## config.mk

```make
export PLATFORM = sky130hd
export DESIGN_NAME = edge_stream_ctrl
export DESIGN_NICKNAME = d
export VERILOG_FILES = /design/src/rtl/edge_stream_ctrl.sv
export SDC_FILE = /design/constraint.sdc
export NUM_CORES = 1
export LEC_CHECK = 0
export ABC_AREA = 0
export CORE_AREA = 4 4 126 158
export CTS_BUF_LIST = sky130_fd_sc_hd__clkbuf_4 sky130_fd_sc_hd__clkbuf_8 sky130_fd_sc_hd__clkbuf_16
export DETAILED_ROUTE_END_ITERATION = 6
export DIE_AREA = 0 0 130 162
export GPL_TIMING_DRIVEN = 0
export PLACE_DENSITY_LB_ADDON = 0.12
export SLEW_MARGIN = 20
export SYNTH_ARGS = -nofsm -noshare
export SYNTH_HDL_FRONTEND = slang
export SYNTH_SLANG_ARGS = --single-unit
```

## constraint.sdc

```tcl
create_clock -name clk -period 3.2 [get_ports clk]
set_input_delay 0.48 -clock clk [delete_from_list [all_inputs] [get_ports clk]]
set_output_delay 0.48 -clock clk [all_outputs]
set_load 0.02 [all_outputs]
```

## src/rtl/edge_stream_ctrl.sv

```systemverilog
// rtl/edge_stream_ctrl.sv - Frame sequencer between UART RX, the 3x3 edge core and UART TX.
// Tracks raster position, drives line-buffer writes, schedules windows and meters results out.
module edge_stream_ctrl #(
   parameter int IMG_W      = 512,
   parameter int IMG_H      = 512,
   parameter int FIFO_DEPTH = 16
) (
   input  logic                     clk,
   input  logic                     rst,
   input  logic                     rx_valid,
   input  logic [7:0]               rx_data,
   output logic                     lb_wr_en,
   output logic [$clog2(IMG_W)-1:0] lb_wr_addr,
   output logic [7:0]               lb_wr_data,
   output logic                     lb_rotate,
   output logic                     win_valid,
   output logic [$clog2(IMG_H)-1:0] win_row,
   output logic [$clog2(IMG_W)-1:0] win_col,
   output logic                     win_top,
   output logic                     win_bottom,
   output logic                     win_left,
   output logic                     win_right,
   input  logic                     conv_valid,
   input  logic [7:0]               conv_data,
   output logic                     tx_start,
   output logic [7:0]               tx_data,
   input  logic                     tx_busy,
   output logic                     frame_done,
   output logic                     overflow,
   output logic                     rx_drop
);

   localparam int CW  = $clog2(IMG_W);
   localparam int RW  = $clog2(IMG_H);
   localparam int AW  = $clog2(FIFO_DEPTH);
   localparam int TCW = $clog2(IMG_W * IMG_H + 1);
   localparam logic [CW-1:0]  C_LAST  = CW'(IMG_W - 1);
   localparam logic [RW-1:0]  R_LAST  = RW'(IMG_H - 1);
   localparam logic [TCW-1:0] T_TOTAL = TCW'(IMG_W * IMG_H);

   typedef enum logic [1:0] {S_IDLE, S_STREAM, S_FLUSH, S_DRAIN} state_t;

   state_t         state_q, state_d;
   logic [RW-1:0]  r_q, r_d;
   logic [CW-1:0]  c_q, c_d;
   logic [CW-1:0]  fc_q, fc_d;
   logic           pend_q, pend_d;
   logic [RW-1:0]  pend_row_q, pend_row_d;
   logic           lb_wr_en_q, lb_wr_en_d;
   logic [CW-1:0]  lb_wr_addr_q, lb_wr_addr_d;
   logic [7:0]     lb_wr_data_q, lb_wr_data_d;
   logic           lb_rotate_q, lb_rotate_d;
   logic           win_valid_q, win_valid_d;
   logic [RW-1:0]  win_row_q, win_row_d;
   logic [CW-1:0]  win_col_q, win_col_d;
   logic           win_top_q, win_top_d;
   logic           win_bottom_q, win_bottom_d;
   logic           win_left_q, win_left_d;
   logic           win_right_q, win_right_d;
   logic [AW:0]    wr_ptr_q, wr_ptr_d;
   logic [AW:0]    rd_ptr_q, rd_ptr_d;
   logic [7:0]     mem_q [FIFO_DEPTH];
   logic           tx_start_q, tx_start_d;
   logic [7:0]     tx_data_q, tx_data_d;
   logic [TCW-1:0] tx_cnt_q, tx_cnt_d;
   logic           frame_done_q, frame_done_d;
   logic           overflow_q, overflow_d;
   logic           rx_drop_q, rx_drop_d;

   logic           rx_accept, fifo_empty, fifo_full, push, pop;
   logic           wv;
   logic [RW-1:0]  wrow;
   logic [CW-1:0]  wcol;

   assign fifo_empty = (wr_ptr_q == rd_ptr_q);
   assign fifo_full  = (wr_ptr_q[AW] != rd_ptr_q[AW]) && (wr_ptr_q[AW-1:0] == rd_ptr_q[AW-1:0]);
   assign rx_accept  = rx_valid && ((state_q == S_IDLE) || (state_q == S_STREAM));
   assign push       = conv_valid && !fifo_full;
   // The gap after each tx_start gives the UART one cycle to raise tx_busy.
   assign pop        = !fifo_empty && !tx_busy && !tx_start_q;

   always_comb begin
      state_d      = state_q;
      r_d          = r_q;
      c_d          = c_q;
      fc_d         = fc_q;
      pend_d       = pend_q;
      pend_row_d   = pend_row_q;
      lb_wr_en_d   = 1'b0;
      lb_wr_addr_d = '0;
      lb_wr_data_d = '0;
      lb_rotate_d  = 1'b0;
      wr_ptr_d     = wr_ptr_q;
      rd_ptr_d     = rd_ptr_q;
      tx_start_d   = 1'b0;
      tx_data_d    = tx_data_q;
      tx_cnt_d     = tx_cnt_q;
      frame_done_d = 1'b0;
      overflow_d   = overflow_q;
      rx_drop_d    = rx_drop_q;
      wv           = 1'b0;
      wrow         = '0;
      wcol         = '0;

      if (rx_valid && !rx_accept) begin
         rx_drop_d = 1'b1;
      end

      if (rx_accept) begin
         lb_wr_en_d   = 1'b1;
         lb_wr_addr_d = c_q;
         lb_wr_data_d = rx_data;
         lb_rotate_d  = (c_q == C_LAST);
         state_d      = S_STREAM;
         if (c_q == C_LAST) begin
            c_d = '0;
            r_d = (r_q == R_LAST) ? '0 : r_q + 1'b1;
            if (r_q != '0) begin
               pend_d     = 1'b1;
               pend_row_d = r_q - 1'b1;
            end
            if (r_q == R_LAST) begin
               state_d = S_FLUSH;
            end
         end else begin
            c_d = c_q + 1'b1;
         end
      end

      // Window source priority: primary from input, deferred right edge, then bottom-row flush.
      if (rx_accept && (r_q != '0) && (c_q != '0)) begin
         wv   = 1'b1;
         wrow = r_q - 1'b1;
         wcol = c_q - 1'b1;
      end else if (pend_q) begin
         wv     = 1'b1;
         wrow   = pend_row_q;
         wcol   = C_LAST;
         pend_d = 1'b0;
      end else if (state_q == S_FLUSH) begin
         wv   = 1'b1;
         wrow = R_LAST;
         wcol = fc_q;
         if (fc_q == C_LAST) begin
            fc_d    = '0;
            state_d = S_DRAIN;
         end else begin
            fc_d = fc_q + 1'b1;
         end
      end

      win_valid_d  = wv;
      win_row_d    = wrow;
      win_col_d    = wcol;
      win_top_d    = wv && (wrow == '0);
      win_bottom_d = wv && (wrow == R_LAST);
      win_left_d   = wv && (wcol == '0);
      win_right_d  = wv && (wcol == C_LAST);

      if (conv_valid) begin
         if (fifo_full) begin
            overflow_d = 1'b1;
         end else begin
            wr_ptr_d = wr_ptr_q + 1'b1;
         end
      end

      if (pop) begin
         tx_start_d = 1'b1;
         tx_data_d  = mem_q[rd_ptr_q[AW-1:0]];
         rd_ptr_d   = rd_ptr_q + 1'b1;
         tx_cnt_d   = tx_cnt_q + 1'b1;
      end

      if ((state_q == S_DRAIN) && (tx_cnt_q == T_TOTAL) && fifo_empty && !tx_busy && !tx_start_q) begin
         frame_done_d = 1'b1;
         state_d      = S_IDLE;
         tx_cnt_d     = '0;
         r_d          = '0;
         c_d          = '0;
         fc_d         = '0;
      end
   end

   always_ff @(posedge clk) begin
      if (rst) begin
         state_q      <= S_IDLE;
         r_q          <= '0;
         c_q          <= '0;
         fc_q         <= '0;
         pend_q       <= 1'b0;
         pend_row_q   <= '0;
         lb_wr_en_q   <= 1'b0;
         lb_wr_addr_q <= '0;
         lb_wr_data_q <= '0;
         lb_rotate_q  <= 1'b0;
         win_valid_q  <= 1'b0;
         win_row_q    <= '0;
         win_col_q    <= '0;
         win_top_q    <= 1'b0;
         win_bottom_q <= 1'b0;
         win_left_q   <= 1'b0;
         win_right_q  <= 1'b0;
         wr_ptr_q     <= '0;
         rd_ptr_q     <= '0;
         tx_start_q   <= 1'b0;
         tx_data_q    <= '0;
         tx_cnt_q     <= '0;
         frame_done_q <= 1'b0;
         overflow_q   <= 1'b0;
         rx_drop_q    <= 1'b0;
      end else begin
         state_q      <= state_d;
         r_q          <= r_d;
         c_q          <= c_d;
         fc_q         <= fc_d;
         pend_q       <= pend_d;
         pend_row_q   <= pend_row_d;
         lb_wr_en_q   <= lb_wr_en_d;
         lb_wr_addr_q <= lb_wr_addr_d;
         lb_wr_data_q <= lb_wr_data_d;
         lb_rotate_q  <= lb_rotate_d;
         win_valid_q  <= win_valid_d;
         win_row_q    <= win_row_d;
         win_col_q    <= win_col_d;
         win_top_q    <= win_top_d;
         win_bottom_q <= win_bottom_d;
         win_left_q   <= win_left_d;
         win_right_q  <= win_right_d;
         wr_ptr_q     <= wr_ptr_d;
         rd_ptr_q     <= rd_ptr_d;
         tx_start_q   <= tx_start_d;
         tx_data_q    <= tx_data_d;
         tx_cnt_q     <= tx_cnt_d;
         frame_done_q <= frame_done_d;
         overflow_q   <= overflow_d;
         rx_drop_q    <= rx_drop_d;
      end
   end

   always_ff @(posedge clk) begin
      if (push && !rst) begin
         mem_q[wr_ptr_q[AW-1:0]] <= conv_data;
      end
   end

   assign lb_wr_en   = lb_wr_en_q;
   assign lb_wr_addr = lb_wr_addr_q;
   assign lb_wr_data = lb_wr_data_q;
   assign lb_rotate  = lb_rotate_q;
   assign win_valid  = win_valid_q;
   assign win_row    = win_row_q;
   assign win_col    = win_col_q;
   assign win_top    = win_top_q;
   assign win_bottom = win_bottom_q;
   assign win_left   = win_left_q;
   assign win_right  = win_right_q;
   assign tx_start   = tx_start_q;
   assign tx_data    = tx_data_q;
   assign frame_done = frame_done_q;
   assign overflow   = overflow_q;
   assign rx_drop    = rx_drop_q;

endmodule

```

## After elaboration in Yosys (flattened, before gate mapping)

Memories as Yosys holds them, arrays and structs flattened. A register that Yosys moved wholly into a read port is not among the register bits.
Index checks and enable logic that the tools add are counted.

| operators by class | value |
|---|---|
| add/sub/neg operators | 8 |
| equality and inequality tests | 12 |
| multiplexer cells | 29 |
| bitwise operators | 4 |
| reduce and logical (&&, ||, !) cells | 36 |

Operators by type and width:

| operator | number |
|---|---|
| 9-bit 2-to-1 mux | 9 |
| 9-bit equality test, second input constant | 5 |
| 9-bit by 1-bit adder with 9-bit output, second input constant | 3 |
| 19-bit by 1-bit adder with 19-bit output, second input constant | 1 |
| 19-bit equality test, second input constant | 1 |
| 9-bit zero test | 2 |
| 9-bit nonzero test | 2 |
| 9-bit by 1-bit subtractor with 9-bit output, second input constant | 2 |
| 1-bit logical AND | 17 |
| 2-bit 2-to-1 mux | 7 |
| 1-bit 2-to-1 mux | 13 |
| 5-bit by 1-bit adder with 5-bit output, second input constant | 2 |
| 1-bit zero test | 6 |
| 2-bit AND reduction | 3 |
| 3-bit AND reduction | 2 |
| 5-bit equality test | 1 |
| 2-bit equality test, second input constant | 2 |
| 4-bit equality test | 1 |
| 1-bit inverter | 4 |
| 2-bit OR reduction | 2 |
| 2-bit by 1-bit equality test with 1-bit output, second input constant | 1 |
| 2-bit zero test | 1 |
| 1-bit logical OR | 1 |
| 1-bit != test | 1 |

| storage, ports and cells | value |
|---|---|
| bits in registers | 114 |
| memory bits (writable) | 128 |
| bits of input ports | 21 |
| output and inout bits | 54 |
| memories kept | 1 |

Memory list:

| name | depth | width | rd ports | clocked after memory_dff | write ports | RTL line | RTL |
|---|---|---|---|---|---|---|---|
| mem_q | 16 | 8 | 1 | 1 | 1 | 62 | `logic [7:0] mem_q [FIFO_DEPTH];` |

## Depth between registers and ports, before layout

| depth | value |
|---|---|
| depth in word-level cells | 8 |
| gate-level depth with buffers | 11 |
| gate-level depth less buffers | 9 |

## Worst setup path after synthesis

Ideal clock, no wire load.

| timing | value |
|---|---|
| path kind | reg-to-reg |
| from | register rd_ptr_q[0] |
| to | memory mem_q[0][0] (enable) |
| arrival | 2.000 ns |
| data required time | 2.805 ns |
| path slack | 0.805 ns |
| stages on the path, launching flop included | 7 |
| buffers on the path | 2 |
| period minus slack after synthesis | 2.395 ns |
| path through | dfxtp_1 -> buf_2 -> xnor2_1 -> nand4_1 -> buf_2 -> o21ai_1 -> nor4_1 |

| between the ends | value |
|---|---|
| word-level cells in the longest chain between the ends | 7 |

Ends and longest elaborated chain:

| item | RTL line | RTL |
|---|---|---|
| start, declared | 61 | `logic [AW:0] rd_ptr_q, rd_ptr_d;` |
| start signal, assigned | 231 | `rd_ptr_q <= rd_ptr_d;` |
| 4-bit equality test | 76 | `assign fifo_full = (wr_ptr_q[AW] != rd_ptr_q[AW]) && (wr_ptr_q[AW-1:0] == rd_ptr_q[AW-1:0]);` |
| 1-bit logical AND | 76 |  |
| 1-bit zero test | 78 | `assign push = conv_valid && !fifo_full;` |
| 1-bit logical AND | 78 |  |
| 1-bit logical AND | 242 | `if (push && !rst) begin` |
| 1-bit 2-to-1 mux | 242 |  |
| 1-bit 2-to-1 mux (implied by the code) | 243 | `mem_q[wr_ptr_q[AW-1:0]] <= conv_data;` |
| end, declared | 62 |  |

No other way between the ends.

## Worst setup path after layout

| timing | value |
|---|---|
| from | register rd_ptr_q[0] |
| to | memory mem_q[11][1] (enable) |

The elaborated chain is that of the path after synthesis.

==> reports/metrics.yaml <==
die:
  die_height_um: 162
  dieWidth_um: 130
  pin_count: 75
  std_cell_rows: 56
  initial_core_util_pct: 56.6
  core_area_um2: 18500
  fp.dieArea_um2: 21100
sta:
  tightest_slew_ps: 802
  setup_violations: 0
  max_freq_mhz: 322
  rsz0062_at_grt: "true"
  drv_slew: 0
  fin_worst_skew_ps: 11.9
  fin_setup_tns_ps: 0
  hold_viol_final: 0
  slew_headroom_pct: 46.1
  timing.final.crit_period_ps: 3100
  finalCritPeriodShare_pct: 97.0
  holdWs_ps: 479
placed_design:
  place_area_um2: 11600
  hpwl_mm: 17.6
  io_buffers: 74
  gp_congestion: 0.938
finish:
  fillCellCount: 1387
  fin_util_pct: 66.9
  syn_to_final_growth_pct: 18.2
  nets: 985
  drive_above_1_share_pct: 14.0
  design_area_um2: 12400
  antenna_cells: 0
worst_setup_path:
  crit_top_cell: "buf_2"
  cp_max_fo: 10
  endpoint_kind: "flip-flop"
  worstPathRequired_ps: 3340
  crit_arrival_ps: 3240
  cp_num_buf_inv: 2
  start_kind: "flip-flop"
  crit_family: "simple AND/OR/NAND/NOR gates"
  slowest_stage: "or3b_2"
  setup.worst_path.class: "flip-flop to flip-flop"
  path_cells: "buf_2 > xnor2_1 > nand4_1 > buf_2 > o21ai_1 > or3b_2 > nor2_1"
  slowest_delay_ps: 620
detailed_routing:
  detail_route.vias_per_cell: 6.07
  drt-initial-drc-count: 469
  drtPass1Iterations: 5
  ant_nets: 0
  drt_wl_total_mm: 24.6
  drc: 0
  avgRoutedWirePerCell_um: 20.5
  vias: 7276
clock_network:
  post-cts-setup-buffers: 0
  cts_tree: "done"
  cts_resized: 0
  ctsHtreeMaxLevel: 1
  holdBufCountCts: 0
  root_buffer: "clkbuf_16"
  clk-insertion-delay-late_ps: 510
  clockBufferDepth: 3
  clk_pin_slew_worst_paths_ps: 60
  cts.sinks: 250
  cts_inserted_buffers: 24
logic_synthesis:
  synth_cell_types: 64
  synth_flop_cell: "edfxtp_1"
  syn_avg_cell_area_um2: 12.4
  ys_seq_area_share_pct: 60.0
  synth_nets: 881
  synthesis.instances: 845
  synth_top_area_cell: "edfxtp_1"
  synth_top_cell_area_share_pct: 36.7
  synth_edf_count: 128
  synth_area_leaders: "edfxtp_1, dfxtp_1, mux4_2, nor2_1, a21oi_1"
  yosys_warnings: 0
  synth-seq-cells: 250
  synth_area_um2: 10500
  async_flop_share_pct: 0
grt:
  grt_pass1_vias: 7188
  grtUsageTotal_pct: 23.5
  overflow: 0
  grt_pass1_wl_mm: 39.2
  grt_max_degree: 17
  antenna_found_initial: 0
status:
  status: "completed"
worst_hold_path:
  hold_path.class: "flip-flop to flip-flop"
power:
  leakage_uw: 0.00420
  powerDensity_nw_per_um2: 565
  peakVddDrop_uv: 563
  finalPower_uw: 6990
flow_run:
  cap_violations: 0
==> registers in the layout (all words and copies together), names as in the netlist, 2 cells and up <==
signal	cells
tx_data	8
rd_ptr_q	5
c_q	9
win_row	9
pend_row_q	9
tx_cnt_q	19
wr_ptr_q	5
win_col	9
lb_wr_addr	9
r_q	9
mem_q	128
lb_wr_data	8
fc_q	9
state_q	2
==> where the power goes <==
part / switching (µW) / internal (µW) / total, µW
sequential: 31.5 / 3420 / 3450
clock: 1140 / 1660 / 2810
combinational: 417 / 321 / 738
==> worst reg2reg max path: stages, from the launching register on <==
cell and delay (ps):
dfxtp_1 340, buf_2 290, xnor2_1 110, nand4_1 180, buf_2 270, o21ai_1 290
or3b_2 620, nor2_1 620
==> final timing paths <==
path | cells past startpoint | slack [ps] | start | end
worst max-delay path | 7 | 100 | rd_ptr_q[0]$_SDFFE_PP0P_ | mem_q[11][1]$_DFFE_PP_
worst min-delay path | 2 | 480 | tx_data[4]$_SDFFE_PP0P_ | tx_data[4]$_SDFFE_PP0P_
worst max register to register | 7 | 100 | rd_ptr_q[0]$_SDFFE_PP0P_ | mem_q[11][1]$_DFFE_PP_
worst min register to register | 2 | 480 | tx_data[4]$_SDFFE_PP0P_ | tx_data[4]$_SDFFE_PP0P_
==> layout make-up <==
| cell class | instances | area [µm²] | area share [%] |
|---|---|---|---|
| clock inverter | 8 | 63.8 | 0.516 |
| inverter | 14 | 52.6 | 0.425 |
| timing repair buffer | 78 | 761 | 6.15 |
| tap | 232 | 290 | 2.35 |
| multi-input combinational | 524 | 3900 | 31.5 |
| clock buffer | 36 | 733 | 5.93 |
| sequential | 250 | 6290 | 50.8 |
| buffer | 57 | 285 | 2.31 |
==> layout by cell type (no fill, tap or decap), drive strengths merged, types with 3 or more instances in the layout <==
| cell type | instances |
|---|---|
| edfxtp | 128 |
| dfxtp | 122 |
| nor2 | 91 |
| clkdlybuf4s50 | 74 |
| clkbuf | 63 |
| a21oi | 43 |
| o21ai | 37 |
| nand2 | 35 |
| buf | 34 |
| mux4 | 32 |
| and3 | 27 |
| a211oi | 26 |
| xor2 | 24 |
| nand3 | 22 |
| nor3 | 18 |
| xnor2 | 16 |
| inv | 15 |
| ha | 15 |
| nor4 | 15 |
| nand4 | 13 |
| or3 | 12 |
| a221oi | 9 |
| o211ai | 9 |
| a22o | 8 |
| nor4b | 8 |
| or4 | 8 |
| o2111ai | 7 |
| clkinv | 6 |
| mux2i | 5 |
| nor2b | 4 |
| nand3b | 4 |
| o31ai | 4 |
| or3b | 4 |
| nand2b | 3 |
| and2 | 3 |
==> per-layer routing <==
metal	track usage (%)	up-vias	share of wire, %
li1	-	3407	-
met1	28.3	3580	38
met2	42.9	229	54
met3	3.03	60	4.3
met4	8.03	0	3.7
met5	0	-	0
==> through the flow <==
step	std cells	setup slack, ps
global placement	1151	-772
floorplan	845	805
CTS	1199	15.9
global route	1199	-94.8
detailed placement	1155	-81.6
finish	1199	96.8
==> cell families (layout without fill, tap and decap cells) <==
logic type	Yosys count	in the layout	synth area share, %
AND/OR/NAND/NOR	273	273	14.0
AO/OA/AOI/OAI	157	157	10.0
flip-flops	250	250	60.0
multiplexers	39	39	7.58
XOR/XNOR	40	40	3.35
buffers and inverters	71	193	3.23
adder cells (fa/ha/maj)	15	15	1.79
==> Yosys cell counts, drive strengths merged, types with 13 or more instances <==
master  instances
a211oi         26
nor3           18
o21ai          37
edfxtp        128
nor4           15
nor2           91
mux4           32
buf            30
nand3          22
inv            14
nand2          35
and3           27
xor2           24
nand4          13
dfxtp         122
ha             15
clkbuf         27
xnor2          16
a21oi          43
No activity file was read; power rests on OpenSTA's default activity.
